### src/rtl/seg_scan_pkg.sv
// seg_scan_pkg: shared FSM encoding, segment tile patterns and tile codes for the scan driver.
package seg_scan_pkg;

    typedef enum logic [1:0] {
        ST_IDLE,
        ST_DRIVE,
        ST_BLANK
    } state_e;

    // Active-low {dp,g,f,e,d,c,b,a} patterns recognised as game tiles
    localparam logic [7:0] PAT_BLANK      = 8'hFF;
    localparam logic [7:0] PAT_GROUND     = 8'h77;
    localparam logic [7:0] PAT_BARRIER    = 8'h73;
    localparam logic [7:0] PAT_BIRD       = 8'h75;
    localparam logic [7:0] PAT_DOWN_ROLE  = 8'h23;
    localparam logic [7:0] PAT_UP_ROLE    = 8'h14;
    localparam logic [7:0] PAT_UNDER_BIRD = 8'h21;
    localparam logic [7:0] PAT_JUMP_OVER  = 8'h10;

    localparam logic [3:0] TILE_BLANK      = 4'd0;
    localparam logic [3:0] TILE_GROUND     = 4'd1;
    localparam logic [3:0] TILE_BARRIER    = 4'd2;
    localparam logic [3:0] TILE_BIRD       = 4'd3;
    localparam logic [3:0] TILE_DOWN_ROLE  = 4'd4;
    localparam logic [3:0] TILE_UP_ROLE    = 4'd5;
    localparam logic [3:0] TILE_UNDER_BIRD = 4'd6;
    localparam logic [3:0] TILE_JUMP_OVER  = 4'd7;
    localparam logic [3:0] TILE_OTHER      = 4'd8;

endpackage

### src/rtl/tile_classify.sv
// tile_classify: combinational map from one segment pattern to its tile code.
module tile_classify
    import seg_scan_pkg::*;
(
    input  logic [7:0] pattern_i,
    output logic [3:0] code_o
);

    always_comb
        code_o = pattern_i == PAT_BLANK      ? TILE_BLANK      :
                 pattern_i == PAT_GROUND     ? TILE_GROUND     :
                 pattern_i == PAT_BARRIER    ? TILE_BARRIER    :
                 pattern_i == PAT_BIRD       ? TILE_BIRD       :
                 pattern_i == PAT_DOWN_ROLE  ? TILE_DOWN_ROLE  :
                 pattern_i == PAT_UP_ROLE    ? TILE_UP_ROLE    :
                 pattern_i == PAT_UNDER_BIRD ? TILE_UNDER_BIRD :
                 pattern_i == PAT_JUMP_OVER  ? TILE_JUMP_OVER  : TILE_OTHER;

endmodule

### src/rtl/seg_scan_driver.sv
// seg_scan_driver: 4-digit multiplexed 7-segment scanner with anti-ghost blanking,
// PWM brightness and tear-free double-buffered patterns swapped at frame boundaries.
module seg_scan_driver
    import seg_scan_pkg::*;
#(
    parameter int SCAN_DIV     = 12500,
    parameter int BLANK_CYCLES = 500
) (
    input  logic        clk,
    input  logic        Reset,
    input  logic [7:0]  Map1,
    input  logic [7:0]  Map2,
    input  logic [7:0]  Map3,
    input  logic [7:0]  Map4,
    input  logic        load,
    input  logic [2:0]  brightness,
    output logic [7:0]  seg_out,
    output logic [3:0]  dig_en,
    output logic [15:0] tile_code,
    output logic        frame_done
);

    localparam int CW = $clog2(SCAN_DIV);
    localparam logic [CW-1:0] DRV_LAST  = CW'(SCAN_DIV - BLANK_CYCLES - 1);
    localparam logic [CW-1:0] SLOT_LAST = CW'(SCAN_DIV - 1);

    state_e            state_q, state_d;
    logic [CW-1:0]     cnt_q, cnt_d;
    logic [1:0]        dig_q, dig_d;
    logic [2:0]        pwm_q, pwm_d, bri_q, bri_d;
    logic [3:0][7:0]   pend_q, pend_d, act_q, act_d, map;
    logic              pv_q, pv_d;
    logic [7:0]        seg_d;
    logic [3:0]        en_d;

    assign map = {Map4, Map3, Map2, Map1};

    always_comb begin
        state_d    = state_q;
        cnt_d      = cnt_q;
        dig_d      = dig_q;
        pwm_d      = pwm_q;
        bri_d      = bri_q;
        pend_d     = pend_q;
        act_d      = act_q;
        pv_d       = pv_q;
        frame_done = state_q == ST_BLANK && cnt_q == SLOT_LAST && dig_q == 2'd3;
        if (load) begin
            pend_d = map;
            pv_d   = 1'b1;
        end
        case (state_q)
            ST_IDLE: if (load) begin
                state_d = ST_DRIVE;
                act_d   = map;
                pv_d    = 1'b0;
                cnt_d   = '0;
                dig_d   = '0;
                pwm_d   = '0;
            end
            ST_DRIVE: begin
                cnt_d = cnt_q + 1'b1;
                pwm_d = pwm_q + 1'b1;
                if (cnt_q == DRV_LAST) state_d = ST_BLANK;
            end
            default: if (cnt_q == SLOT_LAST) begin
                state_d = ST_DRIVE;
                cnt_d   = '0;
                pwm_d   = '0;
                dig_d   = dig_q + 1'b1;
            end else begin
                cnt_d = cnt_q + 1'b1;
            end
        endcase
        // A load landing on the boundary bypasses pending and goes live directly
        if (frame_done) begin
            bri_d = brightness;
            pv_d  = 1'b0;
            act_d = load ? map : pv_q ? pend_q : act_q;
        end
        seg_d = state_q == ST_DRIVE && pwm_q <= bri_q ? act_q[dig_q] : 8'hFF;
        en_d  = state_q == ST_DRIVE ? ~(4'b0001 << dig_q) : 4'hF;
    end

    always_ff @(posedge clk or negedge Reset)
        if (!Reset) begin
            state_q <= ST_IDLE;
            cnt_q   <= '0;
            dig_q   <= '0;
            pwm_q   <= '0;
            bri_q   <= 3'd7;
            pend_q  <= '1;
            act_q   <= '1;
            pv_q    <= 1'b0;
            seg_out <= 8'hFF;
            dig_en  <= 4'hF;
        end else begin
            state_q <= state_d;
            cnt_q   <= cnt_d;
            dig_q   <= dig_d;
            pwm_q   <= pwm_d;
            bri_q   <= bri_d;
            pend_q  <= pend_d;
            act_q   <= act_d;
            pv_q    <= pv_d;
            seg_out <= seg_d;
            dig_en  <= en_d;
        end

    for (genvar i = 0; i < 4; i++) begin : g_tile
        tile_classify u_tile (
            .pattern_i (act_q[i]),
            .code_o    (tile_code[4*i +: 4])
        );
    end

endmodule

### config.mk
export PLATFORM = sky130hd
export DESIGN_NAME = seg_scan_driver
export DESIGN_NICKNAME = d
export VERILOG_FILES = /design/src/rtl/seg_scan_pkg.sv /design/src/rtl/tile_classify.sv /design/src/rtl/seg_scan_driver.sv
export SDC_FILE = /design/constraint.sdc
export NUM_CORES = 1
export LEC_CHECK = 0
export CORE_UTILIZATION = 50
export CTS_BUF_LIST = sky130_fd_sc_hd__clkbuf_4
export CTS_CLUSTER_SIZE = 14
export DETAILED_ROUTE_END_ITERATION = 10
export PLACE_DENSITY = 0.82
export SLEW_MARGIN = 30
export SYNTH_ARGS = -nofsm -noshare
export SYNTH_HDL_FRONTEND = slang
export SYNTH_HIERARCHICAL = 1
export SYNTH_SLANG_ARGS = --single-unit
### constraint.sdc
create_clock -name clk -period 2.8 [get_ports clk]
set_input_delay 0.28 -clock clk [delete_from_list [all_inputs] [get_ports clk]]
set_output_delay 0.28 -clock clk [all_outputs]
set_load 0.02 [all_outputs]
==> impl_metrics.ini, run 1 <==
[finish]
multi_input_area_um2 = 2580
layout_commonest_cell = dfstp_2
final_nets = 553
layout-drive-gt1-share_pct = 35.0
fillers = 817
n_antenna_cell = 0
regArea_um2 = 2630
layout_common_cells = dfstp_2, clkdlybuf4s50_1, mux2_2, a221o_1, nor2_1
syn_to_final_growth_pct = 16.4

[global_routing]
track_usage_pct = 22.9
grt.busiest_layer = met2
use_met1_pct = 32.0
use_met2_pct = 36.3
grt_overflow = 0
grt_max_degree = 64
grt_first_pass_wirelength_um = 20200
grt_pass1_vias = 3911
gr-usage-met3_pct = 4.60
antenna_found_initial = 0

[power_and_ir_drop]
p_leak_uw = 0.00244
clkPwrFrac_pct = 17.9
ir_drop_mv = 0.414
p_sw_uw = 1620
intPower_uw = 2960
switching_share_pct = 35.3
power.total_uw = 4570
power_density_nw_per_um2 = 726
pwr-share-comb_pct = 29.0
seqPwrFrac_pct = 53.1

[logic_synthesis]
synthCells = 444
yosysWarnings = 6
syn-num-nets = 491
async_flop_share_pct = 100
synth-seq-area-share_pct = 48.6
ys_ff_latch = 101
synthFlopType = dfstp_2
synth_cell_types = 58
synth.avg_cell_area_um2 = 12.2
syn_area_um2 = 5410
synth_edf_count = 0

[floorplanning]
num_rows = 37
core_area_um2 = 10400
die_y_um = 106
start_util_pct = 51.9
io_pins = 67
die_width_um = 106
die-area_um2 = 11200

[worst_setup_path]
arrival_ns = 2.44
setup.worst_path.start_class = register
end_kind = output port
crit_type = register to output port
critical_path_required_ns = 2.52
cp_max_fo = 8

[clock_tree]
clkTransAtPathRegs_ns = 0.16
cts.path.max_buffers = 2
cts_root_buffer = clkbuf_4
htree_levels = 3
numClockSinks = 101
cts_buffers = 9
clk-insertion-delay-late_ns = 0.46
tritoncts = yes

[outcome]
status = finished, final reports clean

[route]
drtAntennaViolNets = 0
drc = 0
wl_per_cell_um = 18.9
drt-vias-per-instance = 6.20
wl_um = 12200
drtPass1Iterations = 4
vias = 4013
drtIter0Drc = 308

[sta]
rsz0062_at_grt = no
setup_viol = 0
period_needed_ns = 2.72
slew_headroom_pct = 47.5
fin_crit_sh_pct = 97.1
drv_slew = 0
final_hold_viol_count = 0
clock_skew_ns = 0.0210
setup-tns-final_ns = 0
max_clock_freq_mhz = 368
tightest_slew_ns = 0.785
holdWs_ns = 0.257

[placement]
port_buffers = 66
hpwlAfterDp_um = 8270
place.gp.congestion = 0.842

[run]
max_cap_viol_count = 0

[worst_hold_path]
min_path_type = input pin to register
## worst max-delay path: stages, from the launching register on
cell	delay, ns
dfstp_2	0.63
or4b_4	0.49
a2111oi_4	0.42
a31oi_1	0.10
dlygate4sd2_1	0.34
## cells in the mapped netlist, drive strengths merged, types with 6 or more instances
master,n,area (um2)
dfstp,79,2080
and2,33,225
mux2,33,372
a221o,32,323
nor2,24,92.6
dfrtp,22,551
nand2,21,78.8
buf,18,153
nand4,14,87.6
nand3,13,70.1
o21ai,13,65.1
ha,9,113
a31oi,8,65.1
mux4,8,180
nand3b,8,60.1
nor4,8,50.1
a21oi,7,35.0
clkbuf,7,27.5
inv,7,26.3
nor3,6,46.3
## worst paths after layout
path                       depth (start not counted)      start  slack (ns)             to
min in group asynchronous                          2      Reset        0.45       dig_q[1]
min reg2reg                                        1   pwm_q[0]        0.52       pwm_q[0]
max reg2reg                                        6   cnt_q[0]        0.61      act_q[10]
max                                                4  act_q[28]        0.08  tile_code[15]
min                                                4       load        0.26       cnt_q[0]
max in group asynchronous                          3      Reset        1.62      pend_q[9]
## flip-flops by register name, indices dropped and copies added (netlist names)
name	cells
seg_out	8
act_q	32
bri_q	3
pv_q	1
pwm_q	3
cnt_q	14
dig_q	2
dig_en	4
state_q	2
pend_q	32
## stage by stage
step / cell area (um2) / util [%] / cells / setup slack [ns]
2_1_floorplan: 5410 / - / 444 / 0.761
3_3_place_gp: 6120 / 58.7 / 628 / 0.406
3_5_place_dp: 6120 / 58.7 / 628 / 0.332
4_1_cts: 6270 / 60.2 / 646 / 0.0559
5_1_grt: 6300 / 60.5 / 647 / 0.0210
6_report: 6300 / 60.5 / 647 / 0.0819
## final cells by class
cell class                      instances  share of cell area (%)
Multi-Input combinational cell        311                    40.9
Inverter                                7                   0.417
Timing Repair Buffer                   76                    11.9
Clock buffer                            9                    1.07
Sequential cell                       101                    41.7
Tap cell                              136                    2.70
Clock inverter                          7                    1.27
## repair_timing
| action | CTS | global route |
|---|---|---|
| gates resized for setup | 12 | 1 |
| buffers inserted | 1 | 0 |
| endpoints found under the setup margin | 12 | 1 |
| hold buffers | 1 | 0 |
| hold endpoints to repair | 22 | 0 |
## power groups by stage
| stage | sequential (uW) | combinational, uW | clock (uW) |
|---|---|---|---|
| 4_1_cts | 2410 | 1320 | 832 |
| 3_3_place_gp | 2410 | 1270 | 0 |
| 5_1_grt | 2480 | 1450 | 883 |
| 2_1_floorplan | 2360 | 840 | 0 |
| 6_report | 2430 | 1330 | 817 |
| 3_5_place_dp | 2440 | 1320 | 0 |
## logic make-up (layout without fill, tap and decap cells)
group	count (synthesis)	after routing	synth area share (%)
AO/OA/AOI/OAI	88	88	14.7
XOR/XNOR	8	8	1.30
adder cells (fa/ha/maj)	9	9	2.08
buffers and inverters	32	99	3.82
flip-flops	101	101	48.6
multiplexers	41	41	10.2
AND/OR/NAND/NOR	165	165	19.4
## layer usage
layer	part of all wire [%]	up-vias	routed length, um
met5	0	-	0
met4	1.6	0	201
met3	6.8	21	831
met2	47	187	5710
met1	45	1972	5470
li1	-	1833	-
(Power assumes the default switching activity.)
==> inputs of run 2 (changes only) <==
Settings changed: GPL_TIMING_DRIVEN set to 0.
==> run 2 against run 1 <==
  * Non-clock buffer count increased by 19
  * Core utilization increased by 1.3 points
  * Global-route usage increased by 1.2 points
  * Clock skew increased by 0.0031 ns
==> impl_metrics.ini, run 2 (synthesis results as in run 1) <==
[outcome]
status = finished, final reports clean

[worst_setup_path]
crit_type = register to output port
cp_max_fo = 8
cp_top_family = flip-flops
arrival_ns = 2.45
end_kind = output port
slowest_stage = dfstp_2
setup.worst_path.start_class = register
crit_buf_inv = 1
critical_path_required_ns = 2.52
max_stage_delay_ns = 0.63
path_cells = or4bb_1 > a2111oi_4 > a31oi_1 > dlygate4sd2_1

[global_routing]
antenna_found_initial = 0
grt_pass1_vias = 4174
grt_first_pass_wirelength_um = 21100
track_usage_pct = 24.1
grt_max_degree = 57
grt_overflow = 0

[sta]
period_needed_ns = 2.73
drv_slew = 0
clock_skew_ns = 0.0241
fin_ws_ns = 0.0733
fin_crit_sh_pct = 97.4
slew_headroom_pct = 59.1
max_clock_freq_mhz = 367
rsz0062_at_grt = no
final_hold_viol_count = 0
setup_viol = 0
tightest_slew_ns = 0.610

[power_and_ir_drop]
switching_share_pct = 34.5
seqPwrFrac_pct = 53.2
p_leak_uw = 0.00253
ir_drop_mv = 0.410
p_sw_uw = 1570
clkPwrFrac_pct = 17.0
power_density_nw_per_um2 = 710
pwr-share-comb_pct = 29.8
intPower_uw = 2990

[finish]
top_regs = act_q: 32 flops, pend_q: 32 flops, cnt_q: 14 flops
final_cells = 666
layout-drive-gt1-share_pct = 36.2
layout_commonest_cell = dfstp_2
fin_util_pct = 61.7
fin_area_um2 = 6430
layout_common_cells = dfstp_2, clkdlybuf4s50_1, mux2_2, a221o_1, nor2_1
final_nets = 572
syn_to_final_growth_pct = 18.9
n_antenna_cell = 0

[worst_hold_path]
min_path_type = input pin to async pin

[placement]
dp_slack_ns = 0.326
place.gp.congestion = 0.862
dp_cells = 647
place_area_um2 = 6270
hpwlAfterDp_um = 9170
port_buffers = 66

[clock_tree]
htree_levels = 3
numClockSinks = 101
clkTransAtPathRegs_ns = 0.15
cts_root_buffer = clkbuf_4
cts_buffers = 9
clk-insertion-delay-late_ns = 0.47
tritoncts = yes
cts.path.max_buffers = 2

[route]
drc = 0
drtIter0Drc = 176
drt-vias-per-instance = 6.23
wl_um = 12900
wl_per_cell_um = 19.4
vias = 4146
drtAntennaViolNets = 0
drtPass1Iterations = 6

[floorplanning]
die_width_um = 106
die-area_um2 = 11200
io_pins = 67
num_rows = 37
start_util_pct = 51.9
core_area_um2 = 10400
die_y_um = 106

[run]
max_cap_viol_count = 0
-- run 2: cell type report --
cell class | instances | area [um2]
multi-input cells | 311 | 2580
clock buffers | 12 | 90.1
clock inverters | 4 | 48.8
fillers | 830 | 3990
inverters | 7 | 26.3
flip-flops and latches | 101 | 2630
well taps | 136 | 170
plain buffers | 25 | 180
repair buffers | 70 | 711
-- run 2: final timing paths --
| check | from | end | slack [ns] | cells after the start |
|---|---|---|---|---|
| max | act_q[16] | tile_code[11] | 0.07 | 4 |
| min | Reset | dig_q[0] | 0.34 | 2 |
| max reg2reg | state_q[1] | act_q[0] | 0.77 | 6 |
| min reg2reg | bri_q[1] | bri_q[1] | 0.53 | 2 |
| max in group asynchronous | Reset | act_q[25] | 1.83 | 3 |
| min in group clk | brightness[1] | bri_q[1] | 0.38 | 3 |
-- run 2: through the flow --
step | TNS [ns] | power [uW] | hold slack, ns
2_1_floorplan | 0 | 3200 | -0.0156
5_1_grt | 0 | 4800 | 0.347
3_5_place_dp | 0 | 3800 | 0.279
6_report | 0 | 4570 | 0.341
4_1_cts | 0 | 4560 | 0.331
3_3_place_gp | -116.52 | 3700 | 0.499
-- run 2: power groups by stage --
| stage | combinational, uW | sequential [uW] | clock [uW] |
|---|---|---|---|
| floorplan | 840 | 2360 | 0 |
| detailed placement | 1360 | 2440 | 0 |
| global route | 1470 | 2480 | 846 |
| finish | 1360 | 2430 | 777 |
| CTS | 1350 | 2420 | 790 |
| global placement | 1300 | 2410 | 0 |
-- run 2: repair_timing --
item | in CTS | in global routing
gates resized for setup | 10 | 5
hold buffers | 1 | 0
setup buffers | 0 | 2
setup endpoints to repair | 10 | 5
hold endpoints to repair | 2 | 0
-- run 2: metal layers --
| layer | GRT usage [%] | vias to the layer above | routed length, um |
|---|---|---|---|
| met5 | 0 | - | 0 |
| met4 | 8.04 | 0 | 210 |
| met3 | 5.33 | 16 | 821 |
| met2 | 38.9 | 152 | 6220 |
| met1 | 32.1 | 2105 | 5670 |
| li1 | - | 1873 | - |
==> inputs of run 3 (changes only) <==
--- a/constraint.sdc
+++ b/constraint.sdc
@@ -3,2 +3,2 @@
 set_output_delay 0.28 -clock clk [all_outputs]
-set_load 0.02 [all_outputs]
+set_load 0.005 [all_outputs]
==> run 3 against run 2 <==
  * Combinational power increased by 10%
  * Core utilization rose by 2.1 points
  * Sequential power is 3% lower
  * Clock power is 0.6% higher
  * Critical endpoint is now tile_code[6]
  * Highest routed layer unchanged
==> impl_metrics.ini, run 3 (synthesis results as in run 1) <==
[outcome]
status = finished, final reports clean

[route]
drtPass1Iterations = 5
drt-vias-per-instance = 6.18
drc = 0
vias = 4255
drtIter0Drc = 212
drtAntennaViolNets = 0
wl_per_cell_um = 19.3
wl_um = 13300

[placement]
port_buffers = 66
dp_slack_ns = 0.429
hpwlAfterDp_um = 9170
place.gp.congestion = 0.862
place_area_um2 = 6270

[finish]
layout_commonest_cell = dfstp_2
layout-drive-gt1-share_pct = 39.6
fillers = 788
n_antenna_cell = 0
layout_common_cells = dfstp_2, clkdlybuf4s50_1, mux2_2, buf_4, a221o_1
final_nets = 595
fin_area_um2 = 6650
syn_to_final_growth_pct = 22.9
top_regs = act_q: 32 flops, pend_q: 32 flops, cnt_q: 14 flops

[floorplanning]
io_pins = 67
core_area_um2 = 10400
num_rows = 37
die_width_um = 106
die_y_um = 106
die-area_um2 = 11200
start_util_pct = 51.9

[clock_tree]
clk-insertion-delay-late_ns = 0.47
tritoncts = yes
cts_buffers = 9
cts.path.max_buffers = 2
numClockSinks = 101
cts_root_buffer = clkbuf_4
clkTransAtPathRegs_ns = 0.16
htree_levels = 3

[worst_setup_path]
r2r_end = act_q[0]
timing.rr.start = state_q[1]
cp_max_fo = 8
crit_type = register to output port
end_kind = output port
arrival_ns = 2.48
setup.worst_path.start_class = register
ff2ff_setup_slack_ns = 0.72
critical_path_required_ns = 2.52
reg2reg_depth = 6

[sta]
period_needed_ns = 2.76
setup-tns-final_ns = 0
fin_crit_sh_pct = 98.5
fin_ws_ns = 0.0417
slew_headroom_pct = 58.2
drv_slew = 0
rsz0062_at_grt = yes
max_clock_freq_mhz = 363
clock_skew_ns = 0.0276
final_hold_viol_count = 0
tightest_slew_ns = 0.623
setup_viol = 0

[global_routing]
gr-usage-met3_pct = 5.82
grt.busiest_layer = met2
grt_overflow = 0
grt_max_degree = 57
grt_first_pass_wirelength_um = 21800
antenna_found_initial = 0
use_met1_pct = 32.6
grt_pass1_vias = 4332
track_usage_pct = 24.9
use_met2_pct = 40.8

[power_and_ir_drop]
ir_drop_mv = 0.376
power.total_uw = 4650
p_leak_uw = 0.00266
power_density_nw_per_um2 = 699

[run]
max_cap_viol_count = 0

[worst_hold_path]
min_path_type = input pin to async pin
-- run 3: layout make-up --
type / count / area, um2 / area share [%]
Sequential cell: 101 / 2630 / 39.5
Multi-Input combinational cell: 311 / 2600 / 39.1
Timing Repair Buffer: 93 / 903 / 13.6
Buffer: 25 / 183 / 2.75
Tap cell: 136 / 170 / 2.56
Clock buffer: 12 / 90.1 / 1.36
Clock inverter: 4 / 48.8 / 0.734
Inverter: 7 / 26.3 / 0.395
-- run 3: per-layer routing --
layer	part of all wire [%]	routed length, um	vias to the layer above
li1	-	-	1915
met3	5.9	789	24
met4	1.8	246	0
met1	44	5900	2160
met5	0	0	-
met2	48	6390	156
-- run 3: critical path, cell delays in order, from the launching register on --
cell             delay [ns]
dfstp_2                0.64
or4bb_1                0.46
a2111oi_4              0.35
clkdlybuf4s50_1        0.56
-- run 3: how the worst max path moves through the flow --
stage	from	to	slack, ns	depth (start not counted)
floorplan	act_q[0]	tile_code[3]	1.02	3
detailed placement	act_q[0]	tile_code[2]	0.43	3
finish	act_q[13]	tile_code[6]	0.04	3
global route	act_q[8]	tile_code[7]	-0.03	4
CTS	act_q[16]	tile_code[9]	0.001	5
global placement	Reset	state_q[1]	-2.05	1
-- run 3: where the power goes --
group          switching (uW)  total [uW]  leakage (uW)  internal, uW
Combinational             634        1500       0.00148           871
Sequential                402        2360       0.00110          1960
Clock                     482         782     0.0000712           300
Total                    1520        4650       0.00266          3130
-- run 3: what timing repair did --
action,in CTS,in global routing
pin swaps,0,3
buffers inserted,17,8
endpoints found under the hold margin,2,0
gates resized for setup,2,16
setup endpoints to repair,9,11
hold buffers,1,0
-- run 3: metrics by stage --
stage	hold WS (ns)	utilization, %	cells
floorplan	-0.0156	-	444
global placement	0.499	59.9	646
detailed placement	0.279	60.2	647
CTS	0.331	62.9	681
global route	0.352	63.8	689
finish	0.335	63.8	689
